## config.mk

```make
export PLATFORM = sky130hd
export DESIGN_NAME = ramp_adc_capture
export DESIGN_NICKNAME = d
export VERILOG_FILES = /design/src/rtl/adc_pkg.sv /design/src/rtl/comparator_sync.sv /design/src/rtl/ramp_adc_capture.sv
export SDC_FILE = /design/constraint.sdc
export NUM_CORES = 1
export LEC_CHECK = 0
export ABC_AREA = 1
export CAP_MARGIN = 15
export CORE_MARGIN = 3
export CORE_UTILIZATION = 52
export DETAILED_ROUTE_END_ITERATION = 10
export PLACE_DENSITY = 0.73
export SYNTH_ARGS = -nofsm -noshare
export SYNTH_HDL_FRONTEND = slang
export SYNTH_SLANG_ARGS = --single-unit
```

## constraint.sdc

```tcl
create_clock -name clk -period 2.6 [get_ports clk]
set_input_delay 0.52 -clock clk [delete_from_list [all_inputs] [get_ports clk]]
set_output_delay 0.52 -clock clk [all_outputs]
set_load 0.1 [all_outputs]
```

## src/rtl/adc_pkg.sv

```systemverilog
// Shared types for the ramp ADC capture stage.
// Holds the capture FSM encoding and the ramp full-scale helper.
package adc_pkg;

  typedef enum logic [1:0] {
    IDLE,
    ALIGN,
    TRACK,
    HOLD
  } cap_state_t;

  function automatic int ramp_max(int w);
    return (1 << w) - 1;
  endfunction

endpackage

```

## src/rtl/comparator_sync.sv

```systemverilog
// Multi-flop synchronizer for the asynchronous comparator output.
// Cleared by a synchronous active-low reset.
module comparator_sync #(
  parameter int STAGES = 2
) (
  input  logic clk,
  input  logic reset_n,
  input  logic async_i,
  output logic sync_o
);

  logic [STAGES-1:0] sync_q;

  always_ff @(posedge clk) begin
    if (!reset_n) begin
      sync_q <= '0;
    end else begin
      sync_q <= {sync_q[STAGES-2:0], async_i};
    end
  end

  assign sync_o = sync_q[STAGES-1];

endmodule

```

## src/rtl/ramp_adc_capture.sv

```systemverilog
// Ramp-compare ADC: latches the ramp code where the comparator trips,
// averages 2**AVG_LOG2 conversions and emits one sample per group.
module ramp_adc_capture
  import adc_pkg::*;
#(
  parameter int WIDTH         = 8,
  parameter int SYNC_STAGES   = 2,
  parameter int SETTLE_CYCLES = 4,
  parameter int AVG_LOG2      = 2
) (
  input  logic             clk,
  input  logic             reset_n,
  input  logic             enable,
  input  logic [WIDTH-1:0] ramp_in,
  input  logic             comp_in,
  output logic [WIDTH-1:0] sample_out,
  output logic             sample_valid,
  output logic             overrange
);

  localparam logic [WIDTH-1:0] MAX = WIDTH'(ramp_max(WIDTH));
  localparam int AW = WIDTH + AVG_LOG2;
  localparam int CW = AVG_LOG2 + 1;
  localparam int SW = $clog2(SETTLE_CYCLES + 2);
  localparam logic [CW-1:0] NCONV = CW'(2 ** AVG_LOG2);

  logic             comp_s;
  logic [WIDTH-1:0] ramp_q;
  logic [SW-1:0]    settle_q, settle_d;
  cap_state_t       state_q, state_d;
  logic [WIDTH-1:0] cap_q, cap_d;
  logic [AW-1:0]    acc_q, acc_d;
  logic [CW-1:0]    cnt_q, cnt_d;
  logic             ovr_acc_q, ovr_acc_d;
  logic [WIDTH-1:0] sample_q, sample_d;
  logic             valid_q, valid_d;
  logic             ovr_q, ovr_d;

  logic             wrap;
  logic             change;
  logic             trip;
  logic             done;
  logic             done_ovr;
  logic [WIDTH-1:0] done_code;

  comparator_sync #(
    .STAGES(SYNC_STAGES)
  ) u_sync (
    .clk    (clk),
    .reset_n(reset_n),
    .async_i(comp_in),
    .sync_o (comp_s)
  );

  assign wrap   = (ramp_q == MAX) && (ramp_in == '0);
  assign change = (ramp_in != ramp_q);
  assign trip   = (settle_q == '0) && comp_s;

  always_comb begin
    settle_d  = settle_q;
    state_d   = state_q;
    cap_d     = cap_q;
    acc_d     = acc_q;
    cnt_d     = cnt_q;
    ovr_acc_d = ovr_acc_q;
    sample_d  = sample_q;
    valid_d   = 1'b0;
    ovr_d     = ovr_q;
    done      = 1'b0;
    done_ovr  = 1'b0;
    done_code = cap_q;

    if (change) begin
      settle_d = SW'(SETTLE_CYCLES);
    end else if (settle_q != '0) begin
      settle_d = settle_q - SW'(1);
    end

    // A full group is published one clock after its last conversion.
    if (cnt_q == NCONV) begin
      sample_d  = acc_q[AVG_LOG2 +: WIDTH];
      ovr_d     = ovr_acc_q;
      valid_d   = 1'b1;
      acc_d     = '0;
      cnt_d     = '0;
      ovr_acc_d = 1'b0;
    end

    unique case (state_q)
      IDLE: begin
        if (enable) state_d = ALIGN;
      end
      ALIGN: begin
        if (wrap) state_d = TRACK;
      end
      TRACK: begin
        if (wrap) begin
          done      = 1'b1;
          done_code = MAX;
          done_ovr  = 1'b1;
        end else if (trip) begin
          cap_d   = ramp_q;
          state_d = HOLD;
        end
      end
      HOLD: begin
        if (wrap) begin
          done    = 1'b1;
          state_d = TRACK;
        end
      end
      default: state_d = IDLE;
    endcase

    if (done) begin
      acc_d     = acc_d + AW'(done_code);
      cnt_d     = cnt_d + CW'(1);
      ovr_acc_d = ovr_acc_d | done_ovr;
    end

    if (!enable) begin
      state_d   = IDLE;
      acc_d     = '0;
      cnt_d     = '0;
      ovr_acc_d = 1'b0;
      sample_d  = sample_q;
      ovr_d     = ovr_q;
      valid_d   = 1'b0;
    end
  end

  always_ff @(posedge clk) begin
    if (!reset_n) begin
      ramp_q    <= '0;
      settle_q  <= '0;
      state_q   <= IDLE;
      cap_q     <= '0;
      acc_q     <= '0;
      cnt_q     <= '0;
      ovr_acc_q <= 1'b0;
      sample_q  <= '0;
      valid_q   <= 1'b0;
      ovr_q     <= 1'b0;
    end else begin
      ramp_q    <= ramp_in;
      settle_q  <= settle_d;
      state_q   <= state_d;
      cap_q     <= cap_d;
      acc_q     <= acc_d;
      cnt_q     <= cnt_d;
      ovr_acc_q <= ovr_acc_d;
      sample_q  <= sample_d;
      valid_q   <= valid_d;
      ovr_q     <= ovr_d;
    end
  end

  assign sample_out   = sample_q;
  assign sample_valid = valid_q;
  assign overrange    = ovr_q;

endmodule

```

==> results of run 1 <==
## registers in the layout (all words and copies together) (netlist names)
register       flops
sample_out         8
u_sync.sync_q      2
sample_valid       1
cap_q              8
settle_q           3
overrange          1
state_q            2
ramp_q             8
cnt_q              3
acc_q             10
ovr_acc_q          1
## cells in the final DEF, fill, tap and decap left out, types with 2 or more instances in the layout
cell,instances
ha_4,4
nand2_2,6
nand3_2,2
xnor2_1,2
a21oi_1,25
clkbuf_8,6
clkdlybuf4s50_1,11
inv_1,55
nand2_4,2
nand2_1,101
nor2_2,2
nand4_1,6
buf_4,38
xor2_1,4
nand3_1,21
or2_2,2
dfxtp_1,47
clkinv_1,2
inv_2,2
ha_1,9
nor2_4,3
o21ai_0,10
nor3_1,3
nor2_1,52
## per-stage QoR
step           worst slack, ns  TNS (ns)  util (%)  area (um^2)
3_5_place_dp            -0.306     -1.66      65.6         2980
3_3_place_gp            -0.252     -1.21      65.6         2980
5_1_grt               -0.00831   -0.0163      70.2         3180
6_report                 0.117         0      70.2         3180
2_1_floorplan            0.304         0         -         2530
4_1_cts                 0.0328         0      68.3         3100
## report_power, final
part / internal (mW) / total, mW / switching (mW) / leakage, nW
logic: 0.0413 / 0.0889 / 0.0476 / 1.20
clock network: 0.316 / 0.571 / 0.254 / 0.0618
registers: 0.729 / 0.739 / 0.0103 / 0.382
total: 1.09 / 1.40 / 0.312 / 1.65
## cell type report
| class | count | area (um^2) | share of cell area [%] |
|---|---|---|---|
| multi-input combinational | 263 | 1420 | 44.7 |
| sequential | 47 | 941 | 29.6 |
| timing repair buffer | 49 | 395 | 12.4 |
| inverter | 59 | 221 | 6.96 |
| clock buffer | 6 | 82.6 | 2.59 |
| tap | 65 | 81.3 | 2.56 |
| clock inverter | 2 | 38.8 | 1.22 |
## critical path, cell delays in order
cell,delay [ns]
clkdlybuf4s50_1,0.45
nor2_2,0.15
nand2_2,0.08
nor2_4,0.13
nand2_4,0.08
nor2_8,0.09
nand2_4,0.07
buf_4,0.15
nand2_1,0.10
ha_4,0.23
a21oi_1,0.18
buf_4,0.15
nand2_1,0.05
a21oi_1,0.15
a21oi_1,0.09
## cells by family (layout without fill, tap and decap cells)
family,count (synthesis),in the layout
compound gates,39,39
flops,47,47
fa+ha+maj,14,14
buf+inv,66,116
xor+xnor,7,7
simple gates,203,203
## Yosys cell counts (3+ instances only)
library cell	number	area share, %
inv_1	55	8.1
ha_1	13	6.4
dfxtp_1	47	37
nor2_1	53	7.8
nand4_1	6	1.5
a21oi_1	26	5.1
nand2_2	4	0.99
nor3_1	3	0.59
clkbuf_1	4	0.59
nand3_1	23	4.5
xor2_1	5	1.7
o21ai_0	10	2.0
nand2_1	103	15
## path summary, 6_finish.rpt
path | end | slack [ns] | depth (start not counted)
setup reg to reg | acc_q[7] | 0.30 | 14
hold reg to reg | u_sync.sync_q[1] | 0.42 | 2
setup / recovery | acc_q[6] | 0.12 | 15
hold / removal | u_sync.sync_q[1] | 0.42 | 2
## routing by layer
| layer | vias up | part of all wire (%) | global-route usage [%] |
|---|---|---|---|
| li1 | 1263 | - | - |
| met1 | 1065 | 45 | 25.5 |
| met2 | 38 | 50 | 37.0 |
| met3 | 6 | 4.1 | 4.35 |
| met4 | 0 | 1.0 | 5.83 |
| met5 | - | 0 | 0 |
==> results.cfg, run 1 <==
[outcome]
outcome = finished clean

[logic_synthesis]
synth_xor_area_share_pct = 2.42
synth-simple-area-share_pct = 35.2
synth-edff-count = 0
syn_area_um2 = 2530
synthCells = 376
synth_top_family_by_area = simple AND/OR/NAND/NOR gates
postSynth.asyncResetShare_pct = 0
ys_ff_latch = 47
synthesis.nets = 402
synthFlopType = dfxtp_1
ys_seq_area_share_pct = 37.1
syn_area_per_cell_um2 = 6.74
muxShareOfSynthArea_pct = 0
synthAdderAreaFrac_pct = 7.21
yosys_warnings = 0
synth_compound_area_share_pct = 7.90
synth_cell_types = 29

[job]
cap_viol_max_count = 0

[clock_tree]
clockBufferDepth = 2
cts_tree = yes
cts_resized = 0
cts_htree_levels = 2
cts_buffers = 5
clkLatencyLatePin_ns = 0.30
ctsHoldBuffers = 0
root_buffer = clkbuf_8
post-cts-setup-buffers = 0
clk_pin_slew_ns = 0.09
clock_sinks = 47

[timing]
slew_headroom_pct = 69.2
timing.hold.ws_ns = 0.419
finalHoldViolCount = 0
period_needed_ns = 2.48
setup_violations = 0
worstMarginPinSlew_ns = 0.461
timing.fmax_mhz = 403
slew_violations = 0
timing.final.crit_share_pct = 95.5
finClkSkew_ns = 0.00911

[routing]
drcViolationCount = 0
drt_first_pass_iters = 4
ant_nets = 0
viasPerCell = 4.83
avgRoutedWirePerCell_um = 11.3
vias = 2372
wl_um = 5540
drt_iter0_markers = 151

[setup_path]
reg2reg_from = cnt_q[0]
critPathLaunch = ramp_in[4]
critical_path_peak_fanout = 7
worstPathArrival_ns = 2.68
critical_path_required_ns = 2.80
start_kind = input port
end_kind = flip-flop
path_class = input port to flip-flop

[finish]
drive_gt1_share_pct = 17.4
nNetsFinal = 451
fillCellCount = 386
fin_cells = 491
area_growth_pct = 25.6
antennaDiodeCount = 0

[die]
rows = 24
die_h_um = 75.8
start_util_pct = 55.9
dieWidth_um = 75.8
core_area_um2 = 4530
ios = 22
die-area_um2 = 5750

[placed_design]
gp_congestion = 0.884
hpwl_um = 4290
dp.cells = 483
io_buffers = 21

[global_routing]
grtUsageTotal_pct = 20.9
grt_pass1_vias = 2159
grt_pass1_wl_um = 9200
grt_remaining_overflow = 0
antenna_found_initial = 0
grt_max_degree = 21

[min_path]
worstHoldStart = u_sync.sync_q[0]
hold_class = flip-flop to flip-flop

[pwr]
total_power_mw = 1.40
p_leak_nw = 1.65
powerDensity_nw_per_um2 = 440
ir_drop_uv = 379
No activity file was read; power rests on OpenSTA's default activity.
==> run 2: changes to the inputs <==
CELL_PAD_IN_SITES_DETAIL_PLACEMENT = 2   (was not set)
CELL_PAD_IN_SITES_GLOBAL_PLACEMENT = 2   (was not set)
CORE_UTILIZATION = 32   (was 52)
PLACE_DENSITY = 0.79   (was 0.73)
==> results.cfg, run 2 (synthesized netlist as in run 1, its figures left out) <==
[outcome]
outcome = finished clean

[timing]
tns_ns = 0
timing.final.crit_share_pct = 91.4
setup_ws_ns = 0.223
slew_violations = 0
finalHoldViolCount = 0
setup_violations = 0
worstMarginPinSlew_ns = 0.472
timing.fmax_mhz = 421
slew_headroom_pct = 68.4
finClkSkew_ns = 0.00462
period_needed_ns = 2.38

[clock_tree]
cts_buffers = 5
clockBufferDepth = 2
root_buffer = clkbuf_8
post-cts-setup-buffers = 0
clock_sinks = 47
ctsHoldBuffers = 0
clk_pin_slew_ns = 0.10
cts_tree = yes
clkLatencyLatePin_ns = 0.31
cts_htree_levels = 2

[die]
die-area_um2 = 9030
dieWidth_um = 95.0
core_area_um2 = 7490
ios = 22
rows = 31
die_h_um = 95.0
start_util_pct = 33.9

[routing]
wl_um = 8650
viasPerCell = 4.95
drcViolationCount = 0
vias = 2598
drt_iter0_markers = 64
ant_nets = 0
drt_first_pass_iters = 4
avgRoutedWirePerCell_um = 16.5

[setup_path]
critical_path_required_ns = 2.81
critPathLaunch = cnt_q[1]
ff2ff_path_depth = 17
reg2reg_from = cnt_q[1]
critical_path_peak_fanout = 11
end_kind = flip-flop
path_class = flip-flop to flip-flop
worstPathArrival_ns = 2.59
rr_endpoint = acc_q[9]
r2r_slack_ns = 0.22
start_kind = flip-flop

[finish]
drive_gt1_share_pct = 21.1
fillCellCount = 904
final_common_cell = nand2_1
mostFrequentLayoutCells = nand2_1, inv_1, nor2_1, dfxtp_1, buf_4
largest_reg_flops = 10
fin_cells = 525
utilization_pct = 43.7
area_growth_pct = 29.1
largest-register = acc_q
nNetsFinal = 451
antennaDiodeCount = 0

[global_routing]
grt_pass1_wl_um = 13800
grt_pass1_vias = 2816
antenna_found_initial = 0
grt_max_degree = 21
grt_remaining_overflow = 0
grtUsageTotal_pct = 20.0

[placed_design]
hpwl_um = 6370
gp_congestion = 0.828
pre_cts_slack_ns = -0.462
dp.cells = 517
io_buffers = 21

[pwr]
ir_drop_uv = 206
powerDensity_nw_per_um2 = 408
p_leak_nw = 1.70

[min_path]
whs_path_depth = 2
hold_class = flip-flop to flip-flop
min_to = u_sync.sync_q[1]
worstHoldStart = u_sync.sync_q[0]

[job]
cap_viol_max_count = 0
-- run 2: cell count changes in the layout (fill, tap and decap cells not counted), sizes merged --
cell,before,now
bufinv,1,0
clkdlybuf4s50,11,3
clkinvlp,0,2
dlymetal6s2s,0,8
inv,58,57
-- run 2: metal layers --
metal,part of all wire [%],track usage (%)
met5,0,0
met3,2.0,2.63
met4,1.1,4.45
met1,40,22.0
met2,56,39.9
-- run 2: final cells by class --
cell class                 instances  area [um^2]  share of cell area [%]
sequential                        47          941                    28.8
clock buffer                       6         82.6                    2.52
multi-input combinational        263         1470                    44.9
timing repair buffer              49          415                    12.7
clock inverter                     2         16.3                   0.497
inverter                          59          225                    6.88
tap                               99          124                    3.79
-- run 2: critical path: stages (launching register included) --
cell        delay (ns)
dfxtp_1           0.38
inv_1             0.06
ha_1              0.20
nand2_2           0.11
clkinvlp_4        0.16
buf_4             0.21
nor2_1            0.22
ha_4              0.26
nand2_2           0.06
nand2_2           0.09
nand2_1           0.08
nand2_1           0.07
nand2_1           0.07
nand3_1           0.08
nand2_2           0.07
nand2_1           0.05
nand2_1           0.06
nor2_1            0.05
-- run 2: power by group --
group	leakage, nW	switching, mW	internal, mW	total (mW)
logic	1.27	0.0544	0.0407	0.0951
clock network	0.0474	0.281	0.218	0.499
registers	0.382	0.0113	0.729	0.741
total	1.70	0.346	0.988	1.33
-- run 2: what timing repair did --
| action | 4_1_cts | 5_1_grt |
|---|---|---|
| resized for setup | 8 | 32 |
| hold endpoints to repair | 0 | 0 |
| endpoints found under the setup margin | 5 | 8 |
| pin swaps | 4 | 12 |
-- run 2: worst max path at each step --
stage	to	cells past startpoint	slack [ns]
after floorplan	acc_q[7]	16	0.30
after detailed placement	acc_q[7]	18	-0.46
after global placement	acc_q[7]	17	-0.30
after global routing	acc_q[9]	17	-0.002
after CTS	acc_q[7]	17	-0.0007
final	acc_q[9]	17	0.22
-- run 2: stage by stage --
stage                     hold WS, ns  total power [mW]  cell area [um^2]
final                           0.424              1.33              3270
after detailed placement        0.404             0.852              3020
after CTS                       0.429              1.35              3170
after global placement          0.394             0.848              3020
after global routing            0.441              1.39              3270
after floorplan                 0.390             0.797              2530
